<file path="config.mk">
export PLATFORM = sky130hd
export DESIGN_NAME = led_status_sched_flat
export DESIGN_NICKNAME = d
export VERILOG_FILES = /design/src/rtl/led_status_sched_if.sv /design/src/rtl/led_status_sched.sv /design/src/flat_wrapper.sv
export SDC_FILE = /design/constraint.sdc
export NUM_CORES = 1
export LEC_CHECK = 0
export ABC_AREA = 1
export CAP_MARGIN = 30
export CORE_ASPECT_RATIO = 0.6
export CORE_MARGIN = 5
export CORE_UTILIZATION = 35
export DETAILED_ROUTE_END_ITERATION = 10
export GPL_TIMING_DRIVEN = 0
export PLACE_DENSITY = 0.54
export SETUP_SLACK_MARGIN = 0.02
export SLEW_MARGIN = 0
export SYNTH_ARGS = -nofsm -noshare
export SYNTH_HDL_FRONTEND = slang
export SYNTH_SLANG_ARGS = --single-unit
</file>
<file path="constraint.sdc">
create_clock -name clk -period 1.9 [get_ports clk]
set_input_delay 0.475 -clock clk [delete_from_list [all_inputs] [get_ports clk]]
set_output_delay 0.475 -clock clk [all_outputs]
set_load 0.01 [all_outputs]
</file>
<file path="src/rtl/led_status_sched_if.sv">
// Request/status bundle between the PLC status sources and the LED scheduler.
// master: status sources + LED pin consumer; slave: the scheduler.
interface led_status_sched_if;
  logic [2:0] req_valid;
  logic [8:0] req_color;
  logic [2:0] req_blink;
  logic [2:0] grant;
  logic       LED_R;
  logic       LED_G;
  logic       LED_B;

  modport master (
    output req_valid, req_color, req_blink,
    input  grant, LED_R, LED_G, LED_B
  );

  modport slave (
    input  req_valid, req_color, req_blink,
    output grant, LED_R, LED_G, LED_B
  );
endinterface

</file>
<file path="src/rtl/led_status_sched.sv">
// Priority scheduler sharing one active-low RGB LED among three requesters
// (bit 0 = highest priority). Enforces a minimum display time per grant,
// a dark gap between owners, and solid/blink colour from a prescaled tick.
// Optional feature: define LED_STATUS_SCHED_PREEMPT_EN to let a higher-priority
// request cut the current grant short without waiting for the minimum hold.
module led_status_sched #(
  parameter int unsigned CLK_HZ         = 12000000,
  parameter int unsigned TICK_HZ        = 10,
  parameter int unsigned MIN_HOLD_TICKS = 5,
  parameter int unsigned BLINK_TICKS    = 3
) (
  input logic              clk,
  input logic              rst,
  led_status_sched_if.slave bus
);

  localparam int unsigned DIV = CLK_HZ / TICK_HZ;
  localparam int unsigned TW  = $clog2(DIV);
  localparam int unsigned HW  = $clog2(MIN_HOLD_TICKS + 1);
  localparam int unsigned BW  = $clog2(BLINK_TICKS + 1);

  localparam logic [TW-1:0] TICK_LAST  = TW'(DIV - 1);
  localparam logic [HW-1:0] HOLD_MAX   = HW'(MIN_HOLD_TICKS);
  localparam logic [BW-1:0] BLINK_LAST = BW'(BLINK_TICKS - 1);

  typedef enum logic [1:0] {IDLE, ACTIVE, GAP} state_t;

  state_t        state, state_n;
  logic [TW-1:0] tick_cnt;
  logic          tick;
  logic [HW-1:0] hold_cnt, hold_n;
  logic [BW-1:0] blink_cnt, blink_cnt_n;
  logic          phase_on, phase_n;
  logic [2:0]    color_q, color_n;
  logic          blink_q, blink_n;
  logic [2:0]    grant_q, grant_n;
  logic [2:0]    led_q, led_n;

  logic [2:0]    pick;
  logic          owner_valid;
  logic          higher_valid;
  logic          hold_met;
  logic          release_now;
  logic          load;

  // One-hot of the highest-priority (lowest index) set bit.
  function automatic logic [2:0] first_one(input logic [2:0] v);
    logic [2:0] r;
    r = '0;
    if (v[0])      r = 3'b001;
    else if (v[1]) r = 3'b010;
    else if (v[2]) r = 3'b100;
    return r;
  endfunction

  // Free-running prescaler; tick is high during the last count before wrap.
  always_ff @(posedge clk or posedge rst) begin
    if (rst)       tick_cnt <= '0;
    else if (tick) tick_cnt <= '0;
    else           tick_cnt <= tick_cnt + 1'b1;
  end

  assign tick = (tick_cnt == TICK_LAST);

  assign pick         = first_one(bus.req_valid);
  assign owner_valid  = |(bus.req_valid & grant_q);
  // Bits below the one-hot owner are the higher-priority requesters.
  assign higher_valid = |(bus.req_valid & (grant_q - 3'd1));
  assign hold_met     = (hold_cnt == HOLD_MAX);

`ifdef LED_STATUS_SCHED_PREEMPT_EN
  assign release_now = higher_valid || (hold_met && !owner_valid);
`else
  assign release_now = hold_met && (higher_valid || !owner_valid);
`endif

  // Next-state, grant latching, hold/blink counting and next LED levels.
  always_comb begin
    state_n     = state;
    grant_n     = grant_q;
    color_n     = color_q;
    blink_n     = blink_q;
    phase_n     = phase_on;
    hold_n      = hold_cnt;
    blink_cnt_n = blink_cnt;
    load        = 1'b0;

    case (state)
      IDLE: begin
        if (|bus.req_valid) load = 1'b1;
      end
      ACTIVE: begin
        // Release takes precedence over a blink toggle on the same edge.
        if (release_now) begin
          state_n = (|bus.req_valid) ? GAP : IDLE;
          grant_n = '0;
        end else if (tick) begin
          if (!hold_met) hold_n = hold_cnt + 1'b1;
          if (blink_q) begin
            if (blink_cnt == BLINK_LAST) begin
              blink_cnt_n = '0;
              phase_n     = ~phase_on;
            end else begin
              blink_cnt_n = blink_cnt + 1'b1;
            end
          end
        end
      end
      GAP: begin
        if (tick) begin
          if (|bus.req_valid) load = 1'b1;
          else                state_n = IDLE;
        end
      end
      default: begin
        state_n = IDLE;
        grant_n = '0;
      end
    endcase

    if (load) begin
      state_n     = ACTIVE;
      grant_n     = pick;
      color_n     = ({3{pick[0]}} & bus.req_color[2:0])
                  | ({3{pick[1]}} & bus.req_color[5:3])
                  | ({3{pick[2]}} & bus.req_color[8:6]);
      blink_n     = |(pick & bus.req_blink);
      hold_n      = '0;
      blink_cnt_n = '0;
      phase_n     = 1'b1;
    end

    led_n = (state_n == ACTIVE && phase_n) ? ~color_n : 3'b111;
  end

  // State, latched grant context and registered outputs.
  always_ff @(posedge clk or posedge rst) begin
    if (rst) begin
      state     <= IDLE;
      grant_q   <= '0;
      color_q   <= '0;
      blink_q   <= 1'b0;
      phase_on  <= 1'b1;
      hold_cnt  <= '0;
      blink_cnt <= '0;
      led_q     <= 3'b111;
    end else begin
      state     <= state_n;
      grant_q   <= grant_n;
      color_q   <= color_n;
      blink_q   <= blink_n;
      phase_on  <= phase_n;
      hold_cnt  <= hold_n;
      blink_cnt <= blink_cnt_n;
      led_q     <= led_n;
    end
  end

  assign bus.grant = grant_q;
  assign bus.LED_R = led_q[2];
  assign bus.LED_G = led_q[1];
  assign bus.LED_B = led_q[0];

endmodule

</file>
<file path="src/flat_wrapper.sv">
// flat-port wrapper written by rule: the top's interface ports become plain ports
module led_status_sched_flat 
#(
  parameter int unsigned CLK_HZ         = 12000000,
  parameter int unsigned TICK_HZ        = 10,
  parameter int unsigned MIN_HOLD_TICKS = 5,
  parameter int unsigned BLINK_TICKS    = 3
)
  (clk, rst, bus_req_valid, bus_req_color, bus_req_blink, bus_grant, bus_LED_R, bus_LED_G, bus_LED_B);
  led_status_sched_if bus_i ();
  input logic clk;
  input logic rst;
  input wire logic [$bits(bus_i.req_valid)-1:0] bus_req_valid;
  input wire logic [$bits(bus_i.req_color)-1:0] bus_req_color;
  input wire logic [$bits(bus_i.req_blink)-1:0] bus_req_blink;
  output wire logic [$bits(bus_i.grant)-1:0] bus_grant;
  output wire logic [$bits(bus_i.LED_R)-1:0] bus_LED_R;
  output wire logic [$bits(bus_i.LED_G)-1:0] bus_LED_G;
  output wire logic [$bits(bus_i.LED_B)-1:0] bus_LED_B;
  assign bus_i.req_valid = bus_req_valid;
  assign bus_i.req_color = bus_req_color;
  assign bus_i.req_blink = bus_req_blink;
  assign bus_grant = bus_i.grant;
  assign bus_LED_R = bus_i.LED_R;
  assign bus_LED_G = bus_i.LED_G;
  assign bus_LED_B = bus_i.LED_B;
  led_status_sched #(.CLK_HZ(CLK_HZ), .TICK_HZ(TICK_HZ), .MIN_HOLD_TICKS(MIN_HOLD_TICKS), .BLINK_TICKS(BLINK_TICKS)) u_core (.clk(clk), .rst(rst), .bus(bus_i));
endmodule
</file>
# Word level (Yosys, flattened, before mapping)
# Cells that the tools add are included.
[op_classes]
addsub = 4
n_mul = 0
div = 0
n_lt_le_gt_ge = 0
eq_ne = 10
n_shift = 0
mux = 35
bitwise = 10
reduce_logical = 16
[ops]
columns = ["op", "n"]
rows = [
  ["2-to-1 mux 3 bit", 12],
  ["2-to-1 mux 2 bit", 11],
  ["adder 21 x 1 -> 21 bit (second input constant)", 1],
  ["equality test 21 bit (second input constant)", 1],
  ["2-to-1 mux 21 bit", 1],
  ["AND 3 bit", 6],
  ["OR reduction 3 bit", 4],
  ["2-to-1 mux 1 bit", 8],
  ["AND reduction 4 bit", 2],
  ["OR 3 bit", 2],
  ["case mux 2 bit (3 select lines)", 1],
  ["case mux 3 bit (2 select lines)", 1],
  ["nonzero test 2 bit", 3],
  ["equality test 2 x 1 -> 1 bit (second input constant)", 2],
  ["equality test 2 bit (second input constant)", 2],
  ["!= test 2 bit (second input constant)", 2],
  ["adder 3 x 1 -> 3 bit (second input constant)", 1],
  ["equality test 3 bit (second input constant)", 1],
  ["!= test 3 x 1 -> 1 bit (second input constant)", 1],
  ["NOT 3 bit", 1],
  ["subtractor 3 x 1 -> 3 bit (second input constant)", 1],
  ["adder 2 x 1 -> 2 bit (second input constant)", 1],
  ["logical AND 1 bit", 2],
  ["logical NOT 2 bit", 1],
  ["7 further kinds", 7],
]
[totals]
reg_bits = 39
latch_bits = 0
mem_bits_rw = 0
rom_bits = 0
inputBits = 17
output_inout_bits = 6
word_cells = 84
n_memories = 0

# Depth between registers and ports, before layout
# Gate-level depths: netlist of run 1.
[depth]
word_depth = 11
depth_mapped = 13
ltp_nobuf = 12

# Least setup slack after synthesis of run 1
# No wires, ideal clock.
[synth_path]
kind = "flip-flop to flip-flop"
start = "reg u_core.tick_cnt[0]"
end = "reg u_core.blink_cnt[0]"
setup_time_ps = 116
t_arrival_ps = 1504
required_time_ps = 1784
slack_ps = 280
path_stages_with_launch = 14
n_path_buf = 1
period_less_slack_ps = 1620
path_cell_list = "dfrtp_1 ha_1 nand2_1 nor2_2 nand2_2 nor2_4 nand3_4 nand2_2 nand2_2 buf_6 nand2_1 nor2_1 nand2_1 nand2_1"
[synth_via]
elab_chain_len = 5
word_cells_on_any_way = 9
cone_classes = "eq/ne (2); mux (3); reduce/logical (4)"
[synth_lines]
columns = ["element", "line_no", "rtl"]
rows = [
  ["from (decl)", "led_status_sched.sv:29", "logic [TW-1:0] tick_cnt;"],
  ["from (signal assigned)", "led_status_sched.sv:60", "else tick_cnt <= tick_cnt + 1'b1;"],
  ["equality test 21 bit *", "led_status_sched.sv:63", "assign tick = (tick_cnt == TICK_LAST);"],
  ["2-to-1 mux 1 bit", "led_status_sched.sv:110", "if (tick) begin"],
  ["case mux 1 bit (2 select lines)", "led_status_sched.sv:88", "case (state)"],
  ["!= test 2 bit (no source line) / nonzero test 2 bit (equally long branches)", "-", ""],
  ["AND reduction 4 bit (no source line)", "-", ""],
  ["to (signal assigned)", "led_status_sched.sv:154", "blink_cnt <= blink_cnt_n;"],
  ["to (decl)", "led_status_sched.sv:32", "logic [BW-1:0] blink_cnt, blink_cnt_n;"],
]
# Every way passes the cells marked *; elsewhere a longest branch is shown, timed or not.
# A chain may end at the register's enable or synchronous reset.

# Worst setup path in the final report of run 1
[layout_path]
start = "reg u_core.led_q[2]"
end = "out bus_LED_R"
[layout_lines]
columns = ["element", "line_no", "rtl"]
rows = [
  ["from (decl)", "led_status_sched.sv:37", "logic [2:0] led_q, led_n;"],
  ["from (signal assigned)", "led_status_sched.sv:155", "led_q <= led_n;"],
  ["to (decl)", "flat_wrapper.sv:17", "output wire logic [$bits(bus_i.LED_R)-1:0] bus_LED_R;"],
]
# No word-level cell between the ends.

==> metrics.md, run 1 <==
| Metric | Value |
|---|---|
| Pwr dens | 708.5 nW/um2 |
| Routed vias | ~1900 |
| Area fraction of the dominant cell type after synthesis | approximately two fifths |
| DRT Pass-1 Iters | 4 |
| Largest cells by area after synthesis | dfrtp_1 (41%), nand2_1 (11%), inv_1 (8.2%), nand3_1 (7.0%), dfstp_2 (4.9%) |
| Root Buffer | clkbuf_8 |
| CP arrival | 1330 ps |
| Gr usage total | ~13% |
| WHS Path Cells | 2 |
| Clock skew | 10.22 ps |
| Clk slew on worst S/H paths | ~80 ps |
| # setup viols final | 0 |
| RSZ-0062 raised after global routing | true |
| Synthesized cell area | ~2200 um2 |
| CP max-delay cell | dfstp_2 |
| Net Switching | 549.3 uW |
| R2r endpoint | u_core.led_q[2]$_DFF_PP1_ |
| Req. time, crit path | roughly 1400 ps |
| Highest Clock Rate | 554.8 MHz |
| Tmin final | roughly 1800 ps |
| IO Count | 23 |
| Hold Violations, Final | 0 |
| Reg-to-reg slack, setup | roughly 100 ps |
| Residual DRC | 0 |
| Yosys top cell by area | dfrtp_1 |
| Max Buffers Root-to-Sink | 2 |
| Die ar. | a little under 8000 um2 |
| FF-to-FF path depth | 11 |
| Seq/Total Area, Yosys | between 40% and 50% |
| Crit path max-delay family | flip-flops |
| Overflow after GRT | 0 |
| Count of different cell masters after synthesis | 34 |
| CORE AREA | 6056 um2 |
| Number of port buffers | 20 |
| Routed length per placed instance | around 13 um |
| Final Cycle Share | around 95% |
| Max-slew headroom | roughly 46% |
| Mapped Nets | 300 |
| Pin count of the biggest net entering global routing | 40 |
| #FFs+latches synth | 39 |
| Power Total | just under 2 mW |
| Sink Count | 39 |
| VDD IR max | roughly 0.32 mV |
| Sequential share of power | between 50% and 60% |
| CTS tree | done |
| Detail Placement HPWL | approximately 3700 um |
| Worst-Skew Late Latency | between 200 and 300 ps |
| Max-slew violations | 0 |
| Starting density of the core | 35.62% |
| CP endpoint kind | primary output |
| Area grow syn2layout | 26.74% |
| CP Launch Type | flop |
| Hold EP | u_core.color_q[1]$_DFF_PP0_ |
| Number of global-route vias before repair | ~1700 |
| Hold path startpoint | u_core.color_q[1]$_DFF_PP0_ |
| First-pass GRT wire length | around 8200 um |
| Initial antenna violation count | 0 |
| Worst hold path type | reg -> reg |
| Number of cell rows | 22 |
| Bufs and invs on worst path | 1 |
| Number of diodes | 0 |
| Status | completed |
| Die X | around 110 um |
| Layout Nets | between 300 and 400 |
| Critical R2R Launch | u_core.tick_cnt[1]$_DFF_PP0_ |
| Switching Fraction | 28.36% |
| GPL Wtd Cong | just over 0.8 |
| Worst hold slack | about 480 ps |
| Vias per cell | between 4 and 5 |
| Max Cap Viol | 0 |
| Crit-path cells | clkdlybuf4s50_1 |
| Antenna Nets Post-Route | 0 |
| Crit path kind | reg -> out |
| Int Power | about 1.4 mW |
| Die Y | between 70 and 80 um |
| Slowest cell delay on critical path | ~520 ps |
| Synthesized instance count | around 280 |
| Syn_area_per_cell | 7.731 um2 |
| CP Max Fanout | 1 |
| Combinational power share | approximately a fifth |
| Pleak | about 1.3 nW |
| Iter 0 DRT Violations | 125 |
| DRT Wirelength | 5106 um |
| Measured slew at the worst slew-check pin | between 800 and 900 ps |
| Power share of the clock group | around 28% |
| Share of layout cells above drive strength 1 | 16.72% |
| Num CTS Buffers | 5 |
| CTS H-tree lvls | 2 |
| Warnings, synthesis | 0 |
-- power by group through the flow --
stage,clock network [mW],registers (mW),logic (mW)
after detailed placement,0,1.00,0.380
after global routing,0.615,0.994,0.451
after CTS,0.572,0.985,0.380
after global placement,0,1.00,0.375
after floorplan,0,1.01,0.213
final,0.551,0.983,0.402
-- metrics by stage --
| step | util (%) | instance area, um2 | TNS [ps] | instances | setup slack (ps) |
|---|---|---|---|---|---|
| 2_1_floorplan | - | 2157 | 0 | 279 | 279.7 |
| 6_report | 45.14 | 2734 | 0 | 401 | 97.69 |
| 5_1_grt | 45.14 | 2734 | -331.5 | 401 | -55.64 |
| 3_3_place_gp | 40.66 | 2462 | -15880 | 383 | -392.7 |
| 4_1_cts | 42.48 | 2572 | 0 | 394 | 63.03 |
| 3_5_place_dp | 40.66 | 2462 | -1621 | 383 | -189.4 |
-- sequential cells by signal, summed over array words and instances, names as in the netlist --
signal            flops
u_core.bus.grant      3
u_core.blink_q        1
u_core.led_q          3
u_core.color_q        3
u_core.tick_cnt      21
u_core.hold_cnt       3
u_core.state          2
u_core.blink_cnt      2
u_core.phase_on       1
-- cell families (layout without fill, tap and decap cells) --
group                      Yosys count  in the layout  synth area share [%]
DFF                                 39             39                 45.48
adders and majority gates            4              4                 2.320
AOI/OAI and AO/OA                   27             27                 7.947
buffers and inverters               51             89                 9.339
xor gates and xnor gates             7              7                 2.842
and+or+nand+nor                    151            151                 32.08
-- cell usage in the layout (no fill, tap or decap), types with 2 or more instances in the layout --
master,instances
a21oi_1,8
buf_4,9
clkbuf_1,2
clkbuf_8,5
clkdlybuf4s50_1,20
dfrtp_1,35
dfstp_2,4
ha_1,3
inv_1,46
nand2_1,58
nand2_2,4
nand2_4,4
nand3_1,29
nand3_2,2
nand4_1,7
nor2_1,22
nor2_2,5
nor2_4,3
nor3_1,10
nor3_2,2
nor3b_1,2
o21ai_0,7
o21ai_2,3
xor2_1,6
-- cell type report --
class	instances	area (um2)
buffer	4	35.03
fill	621	3322
multi-input combinational	189	1059
sequential	39	980.9
clock inverter	2	12.51
inverter	47	176.4
clock buffer	6	72.57
tap	84	105.1
timing repair buffer	30	292.8
-- synthesized netlist by cell type --
| library cell | number |
|---|---|
| a211oi_1 | 1 |
| a21boi_0 | 1 |
| a21oi_1 | 9 |
| a221oi_1 | 1 |
| buf_2 | 2 |
| buf_6 | 1 |
| clkbuf_1 | 1 |
| dfrtp_1 | 35 |
| dfstp_2 | 4 |
| ha_1 | 4 |
| inv_1 | 47 |
| nand2_1 | 63 |
| nand2_2 | 3 |
| nand3_1 | 30 |
| nand3_2 | 1 |
| nand3_4 | 1 |
| nand4_1 | 7 |
| nor2_1 | 28 |
| nor2_2 | 1 |
| nor2_4 | 1 |
| nor3_1 | 11 |
| nor3_2 | 1 |
| nor3b_1 | 2 |
| nor4_1 | 1 |
| o211a_1 | 1 |
| o21a_1 | 1 |
| o21ai_0 | 7 |
| o21ai_1 | 1 |
| o21ai_2 | 3 |
| o21bai_1 | 1 |
| o221a_2 | 1 |
| or2_2 | 1 |
| xnor2_1 | 1 |
| xor2_1 | 6 |
-- metal layers --
layer / part of all wire (%) / wire length, um / GRT usage (%)
met3: 6.5 / 332 / 3.162
met4: 1.1 / 56 / 4.049
met1: 55 / 2809 / 21.18
met2: 37 / 1908 / 15.63
met5: 0 / 0 / 0
-- timing repair --
item                       CTS  global route
resized for setup            1            25
cloned                       0             1
hold buffers                 0             0
setup endpoints to repair   12            21
buffers inserted             3             6
pin swaps                    0             6
-- worst max path at each step --
stage	endpoint	from	cells after the start
6_report	bus_LED_R	u_core.led_q[2]$_DFF_PP1_	1
5_1_grt	u_core.blink_cnt[1]$_DFFE_PP0P_	u_core.tick_cnt[0]$_DFF_PP0_	13
4_1_cts	u_core.hold_cnt[1]$_DFFE_PP0P_	u_core.tick_cnt[1]$_DFF_PP0_	11
3_5_place_dp	u_core.led_q[2]$_DFF_PP1_	bus_req_valid[2]	6
3_3_place_gp	u_core.hold_cnt[1]$_DFFE_PP0P_	rst	2
2_1_floorplan	u_core.blink_cnt[0]$_DFFE_PP0P_	u_core.tick_cnt[0]$_DFF_PP0_	13
Power figures use the tool's default switching activity.
==> run 2, diff against run 1 <==
--- a/config.mk
+++ b/config.mk
@@ -12,8 +12,7 @@
 export CORE_UTILIZATION = 35
 export DETAILED_ROUTE_END_ITERATION = 10
 export GPL_TIMING_DRIVEN = 0
-export PLACE_DENSITY = 0.54
-export SETUP_SLACK_MARGIN = 0.02
+export PLACE_DENSITY_LB_ADDON = 0.25
 export SLEW_MARGIN = 0
 export SYNTH_ARGS = -nofsm -noshare
 export SYNTH_HDL_FRONTEND = slang
==> run 2 against run 1 <==
- via count is 1.5% lower
- cell area is 1.3% lower
- critical path depth is 10 higher
- utilization is 0.60 points lower
- routed wire length is 0.14% higher
- first-iteration DRC count is 6.4% higher
- power is 8.2% higher
- sequential power hardly changed
- non-clock buffer count is 3 lower
- final cell count is 0.75% lower
- sequential cell count stayed put
- die area stayed put
- critical path type is now reg -> reg
==> metrics.md, run 2 (synthesized netlist as in run 1, its figures left out) <==
| Metric | Value |
|---|---|
| Status | completed |
| Die X | 111.4 um (unchanged) |
| Routed length per placed instance | 12.85 um (+0.89%) |
| Fillcell total | 599 (-3.5%) |
| Routed vias | 1868 (-1.5%) |
| Critical R2R Launch | u_core.tick_cnt[1]$_DFF_PP0_ |
| Crit path max-delay family | simple AND/OR/NAND/NOR gates |
| CP Launch Type | flop |
| Bufs and invs on worst path | 1 (unchanged) |
| Vias per cell | 4.693 (-0.73%) |
| Reg-to-reg slack, setup | 60 ps (-40 ps) |
| Pwr dens | 776.6 nW/um2 (+9.6%) |
| Starting density of the core | 35.62% (unchanged) |
| Iter 0 DRT Violations | 133 (+6.4%) |
| Largest Register | u_core.tick_cnt |
| WHS Path Cells | 2 (unchanged) |
| Worst hold slack | 484.6 ps (+7.366 ps) |
| Commonest non-fill, non-tap cell in the layout | nand2_1 |
| CORE AREA | 6056 um2 (unchanged) |
| Number of port buffers | 20 (unchanged) |
| CTS tree | done |
| Pleak | 1.308 nW (-1.0%) |
| Crit path kind | reg -> reg |
| DRT Pass-1 Iters | 4 (unchanged) |
| Hold Violations, Final | 0 (unchanged) |
| DRT Wirelength | 5113 um (+0.14%) |
| Footprint of the multi-input gates | 1041 um2 (-1.7%) |
| CP max-delay cell | dfrtp_1 |
| Max FFs per register | 21 (unchanged) |
| Clock skew | 7.716 ps (-2.508 ps) |
| Initial antenna violation count | 0 (unchanged) |
| Number of global-route vias before repair | 1626 (-1.5%) |
| Layout Nets | 334 (-0.89%) |
| Root Buffer | clkbuf_8 |
| Sink Count | 39 (unchanged) |
| Gr usage total | 13.02% (+0.18 points) |
| R2r endpoint | u_core.led_q[2]$_DFF_PP1_ |
| Max-slew violations | 0 (unchanged) |
| Max Buffers Root-to-Sink | 2 (unchanged) |
| Max-slew headroom | 45.77% (-0.53 points) |
| Die ar. | 7885 um2 (unchanged) |
| Worst hold path type | reg -> reg |
| Overflow after GRT | 0 (unchanged) |
| Crit-path cells | ha_4 > nand2_4 > nor2_4 > nand2_2 > nor2_4 > nand3_4 > nand2_4 > nand2_4 > buf_2 > o21ai_2 > nand3_1 |
| CTS H-tree lvls | 2 (unchanged) |
| Hold path startpoint | u_core.color_q[2]$_DFF_PP0_ |
| Detail Placement HPWL | 3742 um (+0.75%) |
| Register area | 980.9 um2 (unchanged) |
| Worst-Skew Late Latency | 310 ps (+20 ps) |
| Req. time, crit path | 2130 ps (+710 ps) |
| Placed Cells incl. Taps | 383 (unchanged) |
| Residual DRC | 0 (unchanged) |
| Layout Cells excl Fill | 398 (-0.75%) |
| Area grow syn2layout | 25.06% |
| Antenna Nets Post-Route | 0 (unchanged) |
| FF-to-FF path depth | 11 (unchanged) |
| First-pass GRT wire length | 8176 um (about the same) |
| RSZ-0062 raised after global routing | true |
| CP arrival | 2070 ps (+740 ps) |
| GPL Wtd Cong | 0.9015 (+11%) |
| Pin count of the biggest net entering global routing | 40 (unchanged) |
| Slowest cell delay on critical path | 420 ps (-100 ps) |
| Clk slew on worst S/H paths | 90 ps (about the same) |
| IO Count | 23 (unchanged) |
| Most frequent cells in the layout | nand2_1 (59), inv_1 (46), dfrtp_1 (35), nand3_1 (29), nor2_1 (24) |
| Number of cell rows | 22 (unchanged) |
| VDD IR max | 0.3210 mV (+0.22%) |
| Die Y | 70.81 um (unchanged) |
| Share of layout cells above drive strength 1 | 15.29% (-1.4 points) |
| # setup viols final | 0 (unchanged) |
| Tmin final | 1838 ps (+35.31 ps) |
| Highest Clock Rate | 544.2 MHz (-1.9%) |
| Number of diodes | 0 (unchanged) |
| Measured slew at the worst slew-check pin | 812.2 ps (+7.924 ps) |
| Hold EP | u_core.color_q[2]$_DFF_PP0_ |
| Final Cycle Share | 96.72% (+1.9 points) |
| Crit path top cell by count | nand2_4 |
| Post-CTS Hold Buffers | 0 (unchanged) |
| Num CTS Buffers | 5 (unchanged) |
| Max Cap Viol | 0 (unchanged) |
| CP Max Fanout | 6 (+5) |
| CP endpoint kind | flop |
run 2: repair_timing:
| item | 4_1_cts | 5_1_grt |
|---|---|---|
| gates resized for setup | 0 | 21 |
| setup buffers | 1 | 5 |
| gates cloned | 0 | 1 |
| endpoints found under the setup margin | 12 | 20 |
| pin swaps | 0 | 5 |
run 2: worst register-to-register path: cells and delay by family, from the launching register on:
kind	cells	cell delay [ps]
flip-flops	1	420
adder cells (fa/ha/maj)	1	180
AO/OA/AOI/OAI	1	130
buffers and inverters	1	180
AND/OR/NAND/NOR	8	860
run 2: where the power goes:
part	leakage, nW	total (mW)	internal (mW)	switching, mW
Combinational	0.749	0.388	0.188	0.200
Sequential	0.501	0.986	0.933	0.0534
Clock	0.0581	0.721	0.391	0.329
Total	1.31	2.10	1.51	0.582
run 2: how the worst max path moves through the flow:
stage                                  from                              end  cells after the start
6_report       u_core.tick_cnt[1]$_DFF_PP0_        u_core.led_q[2]$_DFF_PP1_                     11
5_1_grt        u_core.tick_cnt[1]$_DFF_PP0_  u_core.blink_cnt[1]$_DFFE_PP0P_                     13
4_1_cts        u_core.tick_cnt[1]$_DFF_PP0_   u_core.hold_cnt[0]$_DFFE_PP0P_                     11
3_5_place_dp               bus_req_valid[2]        u_core.led_q[0]$_DFF_PP1_                      6
3_3_place_gp                            rst  u_core.bus.grant[0]$_DFFE_PP0P_                      2
2_1_floorplan  u_core.tick_cnt[0]$_DFF_PP0_  u_core.blink_cnt[0]$_DFFE_PP0P_                     13
run 2: final cells by class:
| type | count | area share [%] |
|---|---|---|
| multi-input cells | 189 | 38.59 |
| flip-flops and latches | 39 | 36.36 |
| repair buffers | 27 | 9.276 |
| inverters | 47 | 6.540 |
| well taps | 84 | 3.896 |
| clock buffers | 5 | 2.551 |
| clock inverters | 3 | 1.623 |
| plain buffers | 4 | 1.160 |
run 2: metrics by stage:
step                      total power [mW]  setup TNS [ps]  cell area (um2)  worst slack [ps]  utilization [%]
after floorplan                      1.223               0             2157             279.7                -
after global placement               1.371          -15240             2462            -384.0            40.66
after detailed placement             1.381           -1770             2462            -201.8            40.66
after CTS                            2.106               0             2582             7.969            42.64
after global routing                 2.234          -133.9             2698            -37.00            44.55
final                                2.095               0             2698             62.38            44.55
run 2: layer usage:
layer | vias up | GRT usage, % | wire length, um
li1 | 961 | - | -
met1 | 862 | 20.90 | 2957
met2 | 35 | 15.30 | 1814
met3 | 10 | 4.359 | 262
met4 | 0 | 4.858 | 79
met5 | - | 0 | 0
==> RTL edit 1, RTL diff (settings of run 2) <==
Make the reset (`rst`) synchronous in 2 clocked blocks.
--- a/src/rtl/led_status_sched.sv
+++ b/src/rtl/led_status_sched.sv
@@ -55,5 +55,5 @@
 
   // Free-running prescaler; tick is high during the last count before wrap.
-  always_ff @(posedge clk or posedge rst) begin
+  always_ff @(posedge clk) begin
     if (rst)       tick_cnt <= '0;
     else if (tick) tick_cnt <= '0;
@@ -135,5 +135,5 @@
 
   // State, latched grant context and registered outputs.
-  always_ff @(posedge clk or posedge rst) begin
+  always_ff @(posedge clk) begin
     if (rst) begin
       state     <= IDLE;
Check against the original RTL: differs if rst is asserted again (counterexample within 4 cycles, from zero or initial values and one cycle with rst high); with rst held inactive, the same outputs for 10 cycles.
==> RTL edit 1 against run 2 <==
  * Critical path depth down 2
  * Area after synthesis down 2.1%
  * Count of clock-buffer cells in the layout grew 1
  * Non-clock buffer count is 5 lower
  * Synthesized cell count rose by 10%
  * Setup slack better by 110 ps
  * Maximum frequency rose by 6.2%
  * Final area fell by 5.1%
  * Sequential cell count is the same
  * Routed wire length shrank 5.7%
  * Hold slack got worse by 32 ps
  * Critical path type unchanged
  * Largest cell class unchanged
Power is not compared: it rests on default switching activity, and its combinational part moved more than twofold at a synthesized area within 25%.
==> RTL edit 1: results (changes against run 2) <==
Post-synth ARST share 0% (-100 points); sequential-to-total area share from yosys stat 37.0% (-8.5 points); routability congestion estimate 0.886 (-1.7%); commonest cells in the netlist 68 x nand2_1, 39 x dfxtp_1, 38 x nand3_1; first-pass GRT wire length 8.33 mm (+1.9%); layout cells sized above 1 13.4% (-1.9 points); compound-cell area share of the yosys netlist 6.58% (-1.4 points); Area after DPL 2410 um^2 (-2.0%); ranking of synthesized cells by area dfxtp_1 37%, nand2_1 12%, nand3_1 9.0%, nor2_1 6.4%, inv_1 6.0%; Synth Area in Adders 2.37% (+0.049 points); vias in the first global route 1681 (+3.4%); Post-CTS Setup Inserts 0 (-1); Filler Cell Count 596 (-0.50%); Worst Tran Pin Value 458 ps (-355 ps); hpwl dp 3.90 mm (+4.2%); Clk Latency, worst-skew pair 290 ps (-20 ps); prevailing post-synth register cell dfxtp_1; Vias/cell 4.62 (-1.5%); TritonCTS buffer count 5 (unchanged); CP arrival 1900 ps (-170 ps); xor/xnor share of the synthesized area 3.32% (+0.48 points); Iteration-0 DRC Markers 97 (-27%); status finished clean; fin nets 356 (+6.6%); VDD IR-drop max 0.000369 V; pin count of the biggest net entering global routing 13 (-68%); GRT Total Usage 13.4% (+0.35 points); total wire length 4.82 mm (-5.7%); skew final 6.80 ps (-0.913 ps)
[RTL edit 1: changes by cell type in the layout (fill, tap and decap cells not counted), sizes merged, moves of 2 or more]
cell,before,now
nand3b,0,2
dfxtp,0,39
inv,47,39
nand2,66,76
buf,10,5
dfrtp,35,0
nor2,30,42
nand3,32,41
xor2,6,8
clkinv,2,0
a21oi,9,21
or2,1,4
dfstp,4,0
o21ai,11,3
[RTL edit 1: worst paths after layout]
kind,endpoint,startpoint,cells past startpoint,slack (ps)
setup / recovery,u_core.led_q[2],u_core.tick_cnt[0],9,170
hold / removal,u_core.tick_cnt[0],u_core.tick_cnt[0],1,450
hold reg to reg,u_core.tick_cnt[0],u_core.tick_cnt[0],1,450
setup reg to reg,u_core.led_q[2],u_core.tick_cnt[0],9,170
[RTL edit 1: routing by layer]
metal,vias up,wire length [um],GRT usage (%)
met1,829,2790,22.6
met2,38,1730,16.2
met3,4,275,3.13
li1,1052,-,-
met5,-,0,0
met4,0,25,2.87
[RTL edit 1: report_power, final]
part | total, mW | switching, mW | internal, mW
clock | 0.820 | 0.295 | 0.525
sequential | 0.853 | 0.0146 | 0.838
combinational | 0.179 | 0.0961 | 0.0832
[RTL edit 1: stage by stage]
step,std cells,utilization [%]
finish,416,44.9
detailed placement,408,42.3
CTS,416,44.6
global placement,408,42.3
floorplan,308,-
global route,416,44.9
[RTL edit 1: area by class of cell]
| type | instances | area (um^2) | share of cell area [%] |
|---|---|---|---|
| multi-input cells | 224 | 1160 | 45.3 |
| flip-flops and latches | 39 | 782 | 30.6 |
| repair buffers | 20 | 200 | 7.82 |
| inverters | 39 | 146 | 5.72 |
| well taps | 80 | 100 | 3.91 |
| clock buffers | 6 | 72.6 | 2.84 |
| clock inverters | 2 | 60.1 | 2.35 |
| plain buffers | 6 | 37.5 | 1.47 |
[RTL edit 1: worst max-delay path: stages (launching register included)]
cell,delay (ps)
dfxtp_1,360
ha_2,250
nand3_2,160
nor2_2,150
nand3_2,140
nand2_4,150
nand2_4,60
buf_6,150
nand3_2,100
nand3_1,90
[RTL edit 1: cells by family after synthesis]
family / Yosys count
buf+inv: 45
compound gates: 26
xor+xnor: 8
simple gates: 186
fa+ha+maj: 4
flops: 39
==> RTL edit 2, RTL diff (config.mk and constraints of run 2) <==
Made on the original files. Build with the macro `LED_STATUS_SCHED_PREEMPT_EN` defined.
--- a/src/rtl/led_status_sched.sv
+++ b/src/rtl/led_status_sched.sv
@@ -4,4 +4,6 @@
 // Optional feature: define LED_STATUS_SCHED_PREEMPT_EN to let a higher-priority
 // request cut the current grant short without waiting for the minimum hold.
+`define LED_STATUS_SCHED_PREEMPT_EN
+
 module led_status_sched #(
   parameter int unsigned CLK_HZ         = 12000000,
Function: changed (a bounded check fails within 4 cycles, from zero or initial values and one cycle with rst high).
==> RTL edit 2 against run 2 <==
  * First-iteration DRC count increased by 9.8%
  * Hold slack worse by 7.5 ps
  * Sequential cell count unchanged
  * Total power is 4.5% higher
  * Critical path depth is 10 lower
  * Routed wire length shrank 4.6%
  * Clock power shrank 24%
  * Final area fell by 2.6%
  * Area after synthesis rose by 2.0%
  * Setup slack improved by 1.3 ps
  * Global-route usage is 0.29 points higher
  * Non-clock buffer count shrank 4
  * Largest power group unchanged
==> RTL edit 2: results (changes against run 2) <==
status finished clean; Clk Latency, worst-skew pair 290 ps (-20 ps); number of antenna violations at the first check in global routing 0 (unchanged); CP arrival 1360 ps (-710 ps); Area after DPL 2500 um^2 (+1.7%); Reg2Reg Setup Slack 160 ps (+100 ps); Largest register FFs 21 (unchanged); routability congestion estimate 0.837 (-7.1%); Max clock buf depth 2 (unchanged); Hold EP u_core.tick_cnt[0]; Crit path max-delay family flip-flops; most frequent cell after synthesis nand2_1; Vias 1901 (+1.8%); reg2reg path depth 10 (-1); first-pass GRT wire length 8.63 mm (+5.5%); Worst path slowest cell dfstp_2; R2R Path End u_core.bus.grant[2]; reg-to-reg startpoint u_core.tick_cnt[0]; Hold Path Depth 1 (-1); # H-tree levels 2 (unchanged); Leak 1.22 nW (-6.8%); Buffers on Ports 20 (unchanged); Synth Warn # 0 (unchanged); layout cells sized above 1 12.7% (-2.5 points); vias in the first global route 1784 (+9.7%); commonest cells in the netlist 58 x nand2_1, 47 x inv_1, 35 x dfrtp_1; worst hold start u_core.tick_cnt[0]; Synth cell types 29 (-15%); GRT Total Usage 13.3% (+0.29 points); crit-path max FO 1 (-5); Hold WC Path Type register to register; Crit path largest cell delay 540 ps (+120 ps); syn_nets 303 (+1.0%); Hold Slack 477 ps (-7.49 ps); Post-synth ARST share 100% (unchanged); total wire length 4.88 mm (-4.6%); VDD IR-drop max 0.000575 V (+79%); Most flops, register u_core.tick_cnt; Initial DRT Pass Iterations 4 (unchanged); ANT cells 0 (unchanged); ranking of synthesized cells by area dfrtp_1 40%, nand2_1 9.9%, inv_1 8.0%, nand3_1 5.7%, dfstp_2 4.8%; Max-slew headroom 44.5% (-1.2 points); skew final 7.00 ps (-0.718 ps); hpwl dp 3.73 mm (-0.32%); TritonCTS buffer count 5 (unchanged); Critical Path Source u_core.led_q[2]; prevailing post-synth register cell dfrtp_1; sequential-to-total area share from yosys stat 44.6% (-0.88 points); Net Sw Power 0.693 mW (+19%); fin nets 334 (unchanged); Iteration-0 DRC Markers 146 (+9.8%)
-- RTL edit 2: logic make-up after synthesis --
logic type / synth area share (%)
buf+inv: 9.56
flops: 44.6
xor+xnor: 2.79
compound gates: 7.56
simple gates: 33.2
fa+ha+maj: 2.28
-- RTL edit 2: area by class of cell --
cell class,count,area [um^2]
multi-input cells,190,1020
plain buffers,3,21.3
flip-flops and latches,39,981
clock buffers,8,80.1
well taps,84,105
inverters,50,189
repair buffers,24,230
fillers,637,3480
-- RTL edit 2: timing repair --
item                       4_1_cts  5_1_grt
resized for setup                0        3
setup endpoints to repair        0       15
buffers inserted                 0        4
-- RTL edit 2: power by group through the flow --
stage               logic (mW)  clock network (mW)  registers, mW
floorplan                0.381                   0           1.04
global placement         0.618                   0           1.02
detailed placement       0.626                   0           1.02
CTS                      0.630               0.566           1.01
global route             0.712               0.609           1.03
finish                   0.632               0.546           1.01
-- RTL edit 2: through the flow --
stage / std cells / total power [mW] / setup slack (ps)
finish: 398 / 2.19 / 63.6
global route: 398 / 2.35 / -0.466
CTS: 394 / 2.21 / 60.9
detailed placement: 386 / 1.65 / -221
global placement: 386 / 1.64 / -425
floorplan: 282 / 1.42 / 325
-- RTL edit 2: how the worst max path moves through the flow --
stage / cells past startpoint / endpoint / slack [ps]
final: 1 / bus_LED_R / 60
after global routing: 10 / u_core.led_q[0] / -0.5
after CTS: 1 / bus_LED_R / 60
after detailed placement: 5 / u_core.led_q[2] / -220
after global placement: 2 / u_core.tick_cnt[17] / -430
after floorplan: 11 / u_core.blink_cnt[1] / 330
-- RTL edit 2: layer usage --
layer	GRT usage (%)	wire (um)
met5	0	0
met4	3.47	22
met2	16.2	1750
met3	3.63	384
met1	22.0	2730
